$ cat src/rtl/nanov_spi_bus_arbiter.sv
// Arbitrates the external SPI memory pins between the nanoV CPU and a secondary
// master; ownership changes only at CPU transaction boundaries, with a forced-deselect gap.
//
//   state    | meaning
//   ---------+-----------------------------------------------------------
//   CPU      | CPU owns the pins (default)
//   DRAIN    | secondary waiting; CPU finishes its current transaction
//   HANDOFF  | CPU held, pins deselected for GAP_CYCLES
//   DBG      | secondary owns the pins
//   RELEASE  | CPU still held, pins deselected for GAP_CYCLES, then restart
module nanov_spi_bus_arbiter #(
    parameter int GAP_CYCLES     = 4,
    parameter int MAX_DBG_CYCLES = 0
) (
    input  logic clk,
    input  logic rstn,
    input  logic cpu_spi_select,
    input  logic cpu_spi_out,
    input  logic cpu_spi_clk_enable,
    output logic cpu_spi_data_in,
    output logic cpu_hold,
    output logic cpu_restart,
    input  logic dbg_req,
    input  logic dbg_spi_select,
    input  logic dbg_spi_out,
    input  logic dbg_spi_clk_enable,
    output logic dbg_gnt,
    output logic dbg_spi_data_in,
    output logic dbg_timeout,
    output logic spi_select,
    output logic spi_out,
    output logic spi_clk_enable,
    input  logic spi_data_in
);

    typedef enum logic [2:0] {
        S_CPU,
        S_DRAIN,
        S_HANDOFF,
        S_DBG,
        S_RELEASE
    } state_t;

    localparam logic [7:0]  GAP_LAST = 8'(GAP_CYCLES - 1);
    localparam bit          TMO_EN   = (MAX_DBG_CYCLES != 0);
    localparam logic [15:0] TMO_LAST = 16'(TMO_EN ? MAX_DBG_CYCLES - 1 : 0);

    state_t      state;
    logic [7:0]  gap_cnt;
    logic [15:0] tmo_cnt;
    logic        lockout;
    logic        tmo_hit;

    // A timeout only counts while the request is still up; a simultaneous drop is a normal release.
    assign tmo_hit     = TMO_EN && (tmo_cnt == TMO_LAST) && dbg_req;
    assign dbg_timeout = (state == S_DBG) && tmo_hit;

    always_ff @(posedge clk) begin
        if (!rstn) begin
            state       <= S_CPU;
            gap_cnt     <= '0;
            tmo_cnt     <= '0;
            lockout     <= 1'b0;
            cpu_hold    <= 1'b0;
            cpu_restart <= 1'b0;
            dbg_gnt     <= 1'b0;
        end else begin
            cpu_restart <= 1'b0;
            if (!dbg_req)
                lockout <= 1'b0;
            case (state)
                S_CPU: begin
                    if (dbg_req && !lockout)
                        state <= S_DRAIN;
                end
                S_DRAIN: begin
                    if (!dbg_req) begin
                        state <= S_CPU;
                    end else if (cpu_spi_select) begin
                        state    <= S_HANDOFF;
                        gap_cnt  <= '0;
                        cpu_hold <= 1'b1;
                    end
                end
                S_HANDOFF: begin
                    if (!dbg_req) begin
                        state   <= S_RELEASE;
                        gap_cnt <= '0;
                    end else if (gap_cnt == GAP_LAST) begin
                        state   <= S_DBG;
                        tmo_cnt <= '0;
                        dbg_gnt <= 1'b1;
                    end else begin
                        gap_cnt <= gap_cnt + 8'd1;
                    end
                end
                S_DBG: begin
                    if (!dbg_req || tmo_hit) begin
                        state   <= S_RELEASE;
                        gap_cnt <= '0;
                        dbg_gnt <= 1'b0;
                        if (tmo_hit)
                            lockout <= 1'b1;
                    end else begin
                        tmo_cnt <= tmo_cnt + 16'd1;
                    end
                end
                S_RELEASE: begin
                    if (gap_cnt == GAP_LAST) begin
                        state       <= S_CPU;
                        cpu_hold    <= 1'b0;
                        cpu_restart <= 1'b1;
                    end else begin
                        gap_cnt <= gap_cnt + 8'd1;
                    end
                end
                default: begin
                    state    <= S_CPU;
                    cpu_hold <= 1'b0;
                    dbg_gnt  <= 1'b0;
                end
            endcase
        end
    end

    // Pin mux keyed on the state register only, so dbg_req never reaches the pins combinationally.
    always_comb begin
        spi_select      = 1'b1;
        spi_out         = 1'b0;
        spi_clk_enable  = 1'b1;
        cpu_spi_data_in = 1'b0;
        dbg_spi_data_in = 1'b0;
        case (state)
            S_CPU, S_DRAIN: begin
                spi_select      = cpu_spi_select;
                spi_out         = cpu_spi_out;
                spi_clk_enable  = cpu_spi_clk_enable;
                cpu_spi_data_in = spi_data_in;
            end
            S_DBG: begin
                spi_select      = dbg_spi_select;
                spi_out         = dbg_spi_out;
                spi_clk_enable  = dbg_spi_clk_enable;
                dbg_spi_data_in = spi_data_in;
            end
            default: ;
        endcase
    end

endmodule

$ cat config.mk
export PLATFORM = sky130hd
export DESIGN_NAME = nanov_spi_bus_arbiter
export DESIGN_NICKNAME = d
export VERILOG_FILES = /design/src/rtl/nanov_spi_bus_arbiter.sv
export SDC_FILE = /design/constraint.sdc
export NUM_CORES = 1
export LEC_CHECK = 0
export BUFFER_PORTS_ARGS = -buffer_cell sky130_fd_sc_hd__buf_4
export CORE_UTILIZATION = 55
export CTS_BUF_LIST = sky130_fd_sc_hd__clkbuf_16
export CTS_CLUSTER_DIAMETER = 40
export DETAILED_ROUTE_END_ITERATION = 10
export PLACE_DENSITY = 0.81
export SYNTH_ARGS = -nofsm -noshare
export SYNTH_HDL_FRONTEND = slang
export SYNTH_SLANG_ARGS = --single-unit
$ cat constraint.sdc
create_clock -name clk -period 3.83 [get_ports clk]
set_clock_uncertainty 0.2 [all_clocks]
set_input_delay 0.5745 -clock clk [delete_from_list [all_inputs] [get_ports clk]]
set_output_delay 0.5745 -clock clk [all_outputs]
set_load 0.02 [all_outputs]
* Word level (Yosys, flattened, before mapping)
Cells that the tools add are included.
** Operators by class
- Add/subtract/negate cells :: 1
- Multiplexer cells :: 28
- Bitwise logic cells :: 2
- Eq/ne operators :: 14
- Reduce and logical (&&, ||, !) cells :: 10
** Operators by type and width (count)
- $mux W8 :: 5
- $pmux W8 S4 :: 1
- $mux W3 :: 7
- $pmux W3 S5 :: 1
- $ne A2 B2 Y1 const B :: 7
- $reduce_and A4 Y1 :: 3
- $mux W1 :: 9
- $add A8 B1 Y8 const B :: 1
- $eq A8 B2 Y1 const B :: 1
- $eq A3 B2 Y1 const B :: 2
- $ne A3 B3 Y1 const B :: 2
- $pmux W1 S2 :: 3
- $pmux W1 S3 :: 2
- $reduce_or A3 Y1 :: 2
- $reduce_and A5 Y1 :: 1
- $reduce_bool A4 Y1 :: 1
- $eq A3 B1 Y1 const B :: 1
- $eq A3 B3 Y1 const B :: 1
- $logic_not A3 Y1 :: 1
- $not A1 Y1 :: 2
- $reduce_and A2 Y1 :: 1
- $reduce_or A2 Y1 :: 1
** Storage, ports and cells
- Word-level logic and storage cells :: 60
- Bits of input ports :: 10
- Output and inout bits :: 9
- Register bits :: 14

* Depth between registers and ports, before layout
Gate-level depths: netlist of the first run.
- Depth in word-level cells :: 4
- Mapped depth :: 5
- Mapped depth without buffers :: 5

* Worst setup path after synthesis of the first run
Ideal clock, no wire load.
- Kind :: register to output
- Start point :: register state[1]
- End point :: output spi_out
- Required time :: 3.056 ns
- Setup slack :: 1.916 ns
- Stages on the path, launching flop included :: 4
- Buffers on the path :: 1
- Arrival :: 1.140 ns
- Cell sequence :: dfxtp_1 clkbuf_1 nand3_1 a21oi_1
** Between the ends
- Cells in the longest elaborated chain, start to end :: 3
- Elaborated cells between the ends (all ways) :: 5
- Classes of those cells :: eq/ne: 2; mux: 1; reduce/logical: 2
** RTL lines
- start, declared :: line 48 : state_t state;
- start signal, assigned :: line 60 : state <= S_CPU;
- start signal, assigned :: line 74 : state <= S_DRAIN;
- start signal, assigned :: line 78 : state <= S_CPU;
- $eq A3 B1 Y1 / $logic_not A3 Y1 (equally long branches) :: line 133 : case (state)
- $reduce_or A2 Y1 :: line 133
- $pmux W1 S2 (*) :: line 133
- end, declared :: line 31 : output logic spi_out,
Mark *: on every way between the ends. The rest lies on a longest branch, timed or not.

* Final worst setup path of the first run
- Start point :: register state[2]
- End point :: register gap_cnt[4]
** Between the ends
- Cells in the longest elaborated chain, start to end :: 3
- Elaborated cells between the ends (all ways) :: 10
- Classes of those cells :: eq/ne: 7; mux: 1; reduce/logical: 2
** RTL lines
- $eq A3 B2 Y1 (tied with other cells) :: line 71 : case (state)
- $reduce_bool A4 Y1 (no line) / $ne A2 B2 Y1 (equally long branches)
- $reduce_and A4 Y1 (no line)
- end signal, assigned :: line 94 : gap_cnt <= gap_cnt + 8'd1;
- end signal, assigned :: line 114 : gap_cnt <= gap_cnt + 8'd1;
- end, declared :: line 49 : logic [7:0] gap_cnt;
Several ways; a longest one is shown, not always the timed one.
A chain may end at the register's enable or synchronous reset.

==> summary.txt, run 1 <==
# nets final - 129
Worst Slack Setup Final - 1.58 ns
CTS Sinks - 14
Total GRT Usage - 0.296
Max IR drop VDD - 0.000433 V
DRT Pass-1 Iters - 4
Share of cells above drive strength 1 - 0.205
Final instance area - 1010 um^2
Worst hold start - gap_cnt[7]
CP Capture Type - register
Clock slew at reported path FFs - 0.04 ns
Crit path DAT - 2.22 ns
Routed len/inst - 15.1 um
Cell taking the most area after synthesis - dfxtp_1
Flops & latches, synth - 14
Max FO, Critical Path - 16
Async S/R FF share, synth - 0
Slew Limit Fails - 0
H-tree depth - 1
Via count - 815
Post-CTS Resized - 0
PD cells - 383 nW/um^2
Sequential area share after synthesis - 0.343
Die ar. - 1640 um^2
Via-per-instance ratio - 6.17
Drt total wl - 2.00 mm
Routability congestion estimate - 0.841
Post-route ant nets - 0
HPWL Detailed - 1.41 mm
Most frequent cells after synthesis - a21oi_1, dfxtp_1, nand2_1, o21ai_0, nand3_1
N_diodes - 0
Syn avg cell area - 8.09 um^2
Crit start category - register
Grt ovf - 0
CTS tree - built
DR DRC count - 0
Final setup violation count - 0
Reg2Reg Setup Slack - 1.58 ns
Ports - 19
Drt initial violations - 26
Unrepaired setup endpoints after global routing - false
Min Tclk post-route - 2.25 ns
Crit path kind - reg -> reg
Final hold vios - 0
Largest net degree at the start of global routing - 17
Final period utilization - 0.588
First-pass GRT wire length - 3.16 mm
Slew @ Worst Pin - 0.629 ns
Initial Util - 0.613
Setup TNS - 0 ns
Distinct cells, synth - 35
Hold buffers post-CTS - 0
Reg2reg end - gap_cnt[4]
Type of the most critical hold path - reg -> reg
Min-Delay Endpoint - gap_cnt[7]
Worst slew margin - 0.580
FP Rows - 13
Postcts setup bufs - 0
Core Area - 1330 um^2
Status - completed
Most numerous cell in the Yosys netlist - a21oi_1
Area Overhead vs Synth - 23.9%
Maxcap violations - 0
WP data required - 3.79 ns
Peak Freq - 0.444 GHz
Initial antenna violation count - 0
Pre-CTS setup slack - 1.65 ns
Area after DPL - 933 um^2
Dominant synthesized flop cell - dfxtp_1
Total CTS buffers - 3
Clk_lat worst skew - 0.24 ns
Clk root buf - clkbuf_16
Leakage dissipation - 0.000385 uW
Buffers on Ports - 17
Hold Path Depth - 2
Maximum clock insertion buffer count - 2
Die width - 40.5 um
FF-to-FF Start - state[2]
Die Y - 40.5 um
Syn Nets - 112
Reg2Reg Depth - 4
Syn. warnings - 0
Cells after synthesis - 101
Post-synth EDFFs - 0
Multi-input logic area - 492 um^2
Area share of the largest cell type after synthesis - 0.343
Syn Std Cell Area - 817 um^2
FF/Latch Area - 280 um^2
Filler cells - 120
Largest cells by area after synthesis - dfxtp_1, a21oi_1, o21ai_0
Vias in the first global route - 721
==> cell usage in the layout, fill, tap and decap left out, types with 2 or more instances in the layout <==
master     count
o22ai_1        2
and3_1         2
dfxtp_1       14
o31ai_1        3
clkbuf_16      3
buf_4         17
nand2_1        9
nand2b_1       2
or4_1          3
or3_1          3
nand3b_1       2
nor2b_1        3
and2_1         2
inv_1          4
nand3_1        7
a21oi_1       15
o21ai_0        8
==> logic make-up (layout without fill, tap and decap cells) <==
logic type               Yosys count  after routing  synth area share
flip-flops                        14             14             0.343
AO/OA/AOI/OAI                     34             34             0.274
other                              1              1           0.00459
adder cells (fa/ha/maj)            1              1            0.0153
buffers and inverters              9             25            0.0551
AND/OR/NAND/NOR                   42             42             0.308
==> stage by stage <==
stage,std cells,hold slack (ns),total power [uW],utilization
5_1_grt,132,0.349,399,0.759
3_5_place_dp,128,0.270,196,0.700
6_report,132,0.282,387,0.759
2_1_floorplan,101,0.252,180,-
4_1_cts,132,0.279,389,0.759
3_3_place_gp,128,0.266,195,0.700
==> layer usage <==
layer | track usage | wire [um]
met1 | 0.370 | 844
met5 | 0 | 0
met4 | 0.100 | 13
met2 | 0.480 | 971
met3 | 0.0833 | 166
==> area by class of cell <==
cell class                      count  area share
Clock buffer                        3      0.0742
Clock inverter                      1     0.00371
Inverter                            4      0.0148
Multi-Input combinational cell     78       0.486
Sequential cell                    14       0.277
Tap cell                           15      0.0185
Timing Repair Buffer               17       0.126
==> sequential cells by signal, summed over array words and instances, names as in the netlist <==
name	cells
state	3
cpu_hold	1
cpu_restart	1
dbg_gnt	1
gap_cnt	8
==> power breakdown <==
part	total, uW	switching, uW	leakage (uW)	internal (uW)
combinational	39.8	21.2	0.000234	18.6
sequential	154	5.27	0.000113	149
clock	194	56.0	0.0000385	138
==> worst max path at each step <==
stage	slack, ns	cells after the start	end	start
final	1.58	4	gap_cnt[4]	state[2]
after CTS	1.61	3	dbg_spi_data_in	state[2]
after global routing	1.42	4	gap_cnt[7]	state[2]
after detailed placement	1.65	5	gap_cnt[4]	dbg_req
after global placement	1.70	5	gap_cnt[7]	dbg_req
after floorplan	1.92	3	spi_out	state[1]
==> worst max-delay path: stages (launching register included) <==
cell	delay, ns
dfxtp_1	0.59
and2b_1	0.29
a221oi_4	0.62
o221ai_2	0.28
a21oi_1	0.19
Note: power is estimated with default switching activity, not from simulation.
==> inputs of run 2 (changes only) <==
--- a/config.mk
+++ b/config.mk
@@ -5,12 +5,13 @@
 export SDC_FILE = /design/constraint.sdc
 export NUM_CORES = 1
 export LEC_CHECK = 0
+export ABC_AREA = 1
 export BUFFER_PORTS_ARGS = -buffer_cell sky130_fd_sc_hd__buf_4
-export CORE_UTILIZATION = 55
+export CORE_UTILIZATION = 54
 export CTS_BUF_LIST = sky130_fd_sc_hd__clkbuf_16
 export CTS_CLUSTER_DIAMETER = 40
 export DETAILED_ROUTE_END_ITERATION = 10
-export PLACE_DENSITY = 0.81
+export PLACE_DENSITY = 0.78
 export SYNTH_ARGS = -nofsm -noshare
 export SYNTH_HDL_FRONTEND = slang
 export SYNTH_SLANG_ARGS = --single-unit
==> constraint.sdc (replaced) <==
create_clock -name clk -period 2.2 [get_ports clk]
set_clock_uncertainty 0.2 [all_clocks]
set_input_delay 0.33 -clock clk [delete_from_list [all_inputs] [get_ports clk]]
set_output_delay 0.33 -clock clk [all_outputs]
set_load 0.02 [all_outputs]
==> run 2 against run 1 <==
Total power grew to 4.3 times the previous value; cell count up 54%; combinational power rose to 23 times the previous value; flip-flop and latch count unchanged; sequential power grew to 2.5 times the previous value; global-route usage shrank 5.2 points; via count up 28%; clock-buffer cell count unchanged; clock power grew 80%; non-clock buffer count unchanged; routed wire length up 11%.
==> summary.txt, run 2 <==
Setup TNS - 0 ns (unchanged)
Unrepaired setup endpoints after global routing - false
Post-synthesis compound-gate area fraction - 0.127 (-0.147)
Buffers on Ports - 17 (unchanged)
Vias in the first global route - 839 (+16%)
Most frequent cells after synthesis - nand2_1, nor2_1, inv_1, dfxtp_1, nand3_1
DRT Pass-1 Iters - 4 (unchanged)
Slew Limit Fails - 0 (unchanged)
Grt ovf - 0 (unchanged)
HPWL Detailed - 1.71 mm (+21%)
CTS Sinks - 14 (unchanged)
Ports - 19 (unchanged)
Die ar. - 2020 um^2 (+23%)
Syn Std Cell Area - 997 um^2 (+22%)
Crit path kind - reg -> out
Xor/xnor cell area share of the yosys netlist - 0.00878 (+0.00878)
Cells after synthesis - 160 (+58%)
Type of the most critical hold path - in -> reg
Distinct cells, synth - 29 (-17%)
Area Overhead vs Synth - 21.7%
FP Rows - 15 (+2)
# nets final - 190 (+47%)
CTS tree - built
Final period utilization - 0.928
Syn avg cell area - 6.23 um^2 (-23%)
N_diodes - 0 (unchanged)
Syn Nets - 171 (+53%)
PD cells - 1370 nW/um^2 (+260%)
Via-per-instance ratio - 5.13 (-17%)
Leading cell types in the layout, fill and taps excluded - nand2_1, nor2_1, buf_4
Most common cell on crit path - nand2_1
First-pass GRT wire length - 3.64 mm (+15%)
Flops & latches, synth - 14 (unchanged)
Largest register by flop count - gap_cnt
Routability congestion estimate - 0.863 (+2.6%)
Simple-gate share of the synthesized area - 0.469 (+0.161)
Total GRT Usage - 0.244 (-0.0521)
Post-Synth Adder-Cell Area - 0.0125 (-0.00277)
Initial Util - 0.578 (-0.0350)
Reg2Reg Setup Slack - 0.41 ns (-1.17 ns)
WP data required - 1.67 ns (-2.12 ns)
Drt initial violations - 25 (-3.8%)
Clock slew at reported path FFs - 0.05 ns (about the same)
DR DRC count - 0 (unchanged)
Mux contribution to synthesized area - 0 (unchanged)
Most numerous cell in the Yosys netlist - nand2_1
Clk_lat worst skew - 0.24 ns (about the same)
Hold Path Depth - 3 (+1)
Max reg flops - 8 (unchanged)
Dpl cells - 199 (+55%)
Core Area - 1730 um^2 (+29%)
Largest cells by area after synthesis - dfxtp_1, nand2_1, nor2_1
Drt total wl - 2.21 mm (+11%)
Final setup violation count - 0 (unchanged)
Initial antenna violation count - 0 (unchanged)
Final hold vios - 0 (unchanged)
Peak Freq - 0.490 GHz
Area share of the largest cell type after synthesis - 0.281 (-0.0620)
Final Non-Filler Cells - 203 (+54%)
Via count - 1,042 (+28%)
Syn. warnings - 0 (unchanged)
Max FO, Critical Path - 9 (-7)
Post-route ant nets - 0 (unchanged)
Commonest non-fill, non-tap cell in the layout - nand2_1
Cell taking the most area after synthesis - dfxtp_1
Max IR drop VDD - 0.00104 V (+140%)
Async S/R FF share, synth - 0 (unchanged)
Status - completed
FF-to-FF Start - gap_cnt[0]
Routed len/inst - 10.9 um (-28%)
Reg2Reg Depth - 8 (+4)
Die Y - 45.0 um (+11%)
Share of cells above drive strength 1 - 0.236 (+0.0308)
Total CTS buffers - 3 (unchanged)
Leakage dissipation - 0.000571 uW (+48%)
Clk root buf - clkbuf_16
Post-synth EDFFs - 0 (unchanged)
Crit start category - register
Hold buffers post-CTS - 0 (unchanged)
Dominant synthesized flop cell - dfxtp_1
Sequential area share after synthesis - 0.281 (-0.0620)
Maxcap violations - 0 (unchanged)
Slowest stage delay, CP - 0.38 ns (-0.24 ns)
Largest net degree at the start of global routing - 11 (-6)
Biggest regs - gap_cnt x8, state x3
Min Tclk post-route - 2.04 ns
Largest family of logic cells by synthesized area - simple AND/OR/NAND/NOR gates
Maximum clock insertion buffer count - 2 (unchanged)
Sequence of cells on the critical path - nor2_2 > nand2_4 > nand2_1 > inv_1 > nand2_1 > o211ai_1 > buf_4
CP Capture Type - output port
Die width - 45.0 um (+11%)
Worst hold start - rstn
Critical Path Source - state[1]
H-tree depth - 1 (unchanged)
Crit path DAT - 1.51 ns (-0.71 ns)
CP max-delay cell - dfxtp_2
[run 2: report_power, final]
group / internal (uW) / total [uW] / switching (uW)
registers: 305 / 389 / 83.4
logic: 336 / 927 / 591
clock network: 241 / 350 / 109
[run 2: per-layer routing]
metal,part of all wire,routed length [um],vias to the layer above,global-route usage
met4,0.019,43,0,0.0909
li1,-,-,550,-
met3,0.038,84,8,0.0400
met5,0,0,-,0
met1,0.51,1130,462,0.350
met2,0.43,956,22,0.362
[run 2: logic make-up (layout without fill, tap and decap cells)]
logic type | Yosys count | count (layout)
simple gates | 100 | 100
xor+xnor | 1 | 1
other cells | 1 | 1
buf+inv | 22 | 40
compound gates | 21 | 21
flops | 14 | 14
fa+ha+maj | 1 | 1
[run 2: worst paths after layout]
check / to
worst max-delay path: spi_select
worst min-delay path: state[1]
worst min register to register: dbg_gnt
worst max register to register: state[0]
[run 2: timing repair]
action	4_1_cts	5_1_grt
setup endpoints to repair	0	2
setup buffers	0	0
gates resized for setup	0	2
endpoints found under the hold margin	0	0
[run 2: worst max-delay path: cells and delay by family, from the launching register on]
kind	cells	cell delay, ns
buffers and inverters	2	0.25
AOI/OAI and AO/OA	1	0.10
and+or+nand+nor	4	0.55
DFF	1	0.38
[run 2: metrics by stage]
step           power (uW)  area, um^2  hold slack (ns)   util  worst slack (ns)
2_1_floorplan        1100         997            0.255      -             0.414
5_1_grt              1810        1210            0.177  0.703            0.0358
4_1_cts              1660        1210            0.169  0.701            0.0832
3_5_place_dp         1310        1130            0.260  0.656             0.348
6_report             1670        1210            0.166  0.703             0.158
3_3_place_gp         1290        1130            0.252  0.656             0.410
[run 2: final cells by class]
type / instances / area, um^2
Clock buffer: 3 / 75.1
Clock inverter: 1 / 3.75
Fill cell: 153 / 513
Inverter: 19 / 73.8
Multi-Input combinational cell: 124 / 619
Sequential cell: 14 / 283
Tap cell: 25 / 31.3
Timing Repair Buffer: 17 / 128
==> inputs of run 3 (changes only) <==
--- a/config.mk
+++ b/config.mk
@@ -7,11 +7,11 @@
 export LEC_CHECK = 0
 export ABC_AREA = 1
 export BUFFER_PORTS_ARGS = -buffer_cell sky130_fd_sc_hd__buf_4
-export CORE_UTILIZATION = 54
+export CORE_UTILIZATION = 48
 export CTS_BUF_LIST = sky130_fd_sc_hd__clkbuf_16
 export CTS_CLUSTER_DIAMETER = 40
 export DETAILED_ROUTE_END_ITERATION = 10
-export PLACE_DENSITY = 0.78
+export PLACE_DENSITY = 0.73
 export SYNTH_ARGS = -nofsm -noshare
 export SYNTH_HDL_FRONTEND = slang
 export SYNTH_SLANG_ARGS = --single-unit
==> constraint.sdc (replaced) <==
create_clock -name clk -period 1.7 [get_ports clk]
set_clock_uncertainty 0.2 [all_clocks]
set_input_delay 0.255 -clock clk [delete_from_list [all_inputs] [get_ports clk]]
set_output_delay 0.255 -clock clk [all_outputs]
set_load 0.02 [all_outputs]
==> run 3 against run 2 <==
The run now ends with setup timing left; critical path depth did not move; worst hold slack got worse by 0.077 ns; clock-buffer cell count is the same; critical path type unchanged; critical endpoint unchanged; largest cell class unchanged.
==> summary.txt, run 3 (synthesis gave the netlist of run 2 again) <==
Leakage dissipation - 0.000693 uW (+21%)
Routability congestion estimate - 0.830 (-3.8%)
Status - complete, but fails checks
PD cells - 1950 nW/um^2 (+42%)
Share of cells above drive strength 1 - 0.391 (+0.155)
CP Capture Type - output port
Crit path kind - reg -> out
FP Rows - 16 (+1)
CTS tree - built
Initial Util - 0.508 (-0.0692)
WP data required - 1.24 ns (-0.43 ns)
Pint - 1600 uW (+81%)
Leading cell types in the layout, fill and taps excluded - nand2_1, buf_4, nor2_1
Maximum clock insertion buffer count - 2 (unchanged)
Sequential share of power - 0.167 (-0.066)
Vias in the first global route - 1,066 (+27%)
Peak Freq - 0.568 GHz
Max IR drop VDD - 0.00144 V (+39%)
Via-per-instance ratio - 5.29 (+3.0%)
Comb pwr share - 0.679 (+0.122)
Buffers on Ports - 17 (unchanged)
Via count - 1,184 (+14%)
Slew Limit Fails - 0 (unchanged)
Max reg flops - 8 (unchanged)
DRT Pass-1 Iters - 4 (unchanged)
Clk root buf - clkbuf_16
Largest net degree at the start of global routing - 11 (unchanged)
Biggest regs - gap_cnt x8, state x3
Final period utilization - 1.04
Core Area - 1960 um^2 (+14%)
H-tree depth - 1 (unchanged)
Top Family by Delay on Critical Path - flip-flops
Type of the most critical hold path - in -> reg
Post-route ant nets - 0 (unchanged)
Initial antenna violation count - 0 (unchanged)
Filler cells - 153 (unchanged)
Ports - 19 (unchanged)
Worst Slack Setup Final - -0.0616 ns (-0.220 ns)
Max FO, Critical Path - 3 (-6)
Die width - 47.6 um (+5.8%)
Grt ovf - 0 (unchanged)
Total GRT Usage - 0.292 (+0.0482)
CP max-delay cell - dfxtp_4
Area Overhead vs Synth - 50.3%
Final instance area - 1500 um^2 (+24%)
Sequence of cells on the critical path - inv_4 > nor2_4 > nand2_4 > nand2_4 > inv_4 > o211ai_1 > buf_4
Sw Ratio - 0.455 (-0.0151)
Switching pwr - 1330 uW (+70%)
Drt total wl - 3.00 mm (+36%)
Die Y - 47.6 um (+5.8%)
Final setup violation count - 2 (+2)
Clock slew at reported path FFs - 0.05 ns (about the same)
HPWL Detailed - 1.95 mm (+14%)
First-pass GRT wire length - 4.56 mm (+25%)
DR DRC count - 0 (unchanged)
Largest register by flop count - gap_cnt
CP bufs+invs - 3 (+1)
Setup TNS - -0.106 ns (-0.106 ns)
Min Tclk post-route - 1.76 ns
Clk_lat worst skew - 0.25 ns (about the same)
Unrepaired setup endpoints after global routing - true
Slowest stage delay, CP - 0.38 ns (about the same)
CTS Sinks - 14 (unchanged)
Crit path DAT - 1.31 ns (-0.20 ns)
Drt initial violations - 37 (+48%)
Die ar. - 2260 um^2 (+12%)
Commonest non-fill, non-tap cell in the layout - nand2_1
Final hold vios - 0 (unchanged)
N_diodes - 0 (unchanged)
Routed len/inst - 13.4 um (+23%)
Reg2Reg Setup Slack - 0.03 ns (-0.38 ns)
Area after DPL - 1230 um^2 (+8.7%)
Clock power frac - 0.154 (-0.056)
# nets final - 210 (+11%)
Total CTS buffers - 3 (unchanged)
Crit start category - register
Maxcap violations - 0 (unchanged)
Failing checks - setup timing
[run 3: area by class of cell]
| cell class | count | area, um^2 | share of cell area |
|---|---|---|---|
| timing repair buffer | 37 | 300 | 0.200 |
| multi-input combinational | 124 | 717 | 0.478 |
| tap | 27 | 33.8 | 0.0225 |
| sequential | 14 | 292 | 0.194 |
| clock buffer | 3 | 75.1 | 0.0501 |
| inverter | 19 | 81.3 | 0.0543 |
[run 3: worst paths after layout]
path	startpoint	to	cells past startpoint
max	state[0]	spi_select	7
min	rstn	state[1]	3
max reg2reg	state[0]	state[0]	9
min reg2reg	dbg_gnt	dbg_gnt	2
[run 3: routing by layer]
metal,share of wire,GRT usage
met1,0.42,0.371
met2,0.51,0.496
met5,0,0
met3,0.050,0.0528
met4,0.020,0.100
[run 3: what timing repair did]
action                                  in CTS  in global routing
hold buffers                                 0                  0
endpoints found under the setup margin       5                 17
setup buffers                                6                  5
pin swaps                                    3                 18
resized for setup                           16                 23
[run 3: through the flow]
stage / power, uW / hold WS [ns] / setup slack [ns] / cells / util
global placement: 1880 / 0.270 / 0.0231 / 213 / 0.628
CTS: 2610 / 0.0941 / -0.0636 / 222 / 0.714
global route: 3110 / 0.111 / -0.104 / 224 / 0.764
floorplan: 1440 / 0.174 / 0.0415 / 160 / -
detailed placement: 1920 / 0.272 / -0.0468 / 213 / 0.628
finish: 2930 / 0.0894 / -0.0616 / 224 / 0.764
[run 3: tightest hold or removal path, stage by stage]
cell     delay (ns)
buf_4          0.14
nand2_1        0.07
nor2_1         0.03
[run 3: power by group through the flow]
stage	clock (uW)	combinational (uW)	sequential, uW
floorplan	0	969	472
global placement	0	1390	488
detailed placement	0	1430	491
CTS	447	1670	497
global route	463	2150	497
finish	452	1990	488
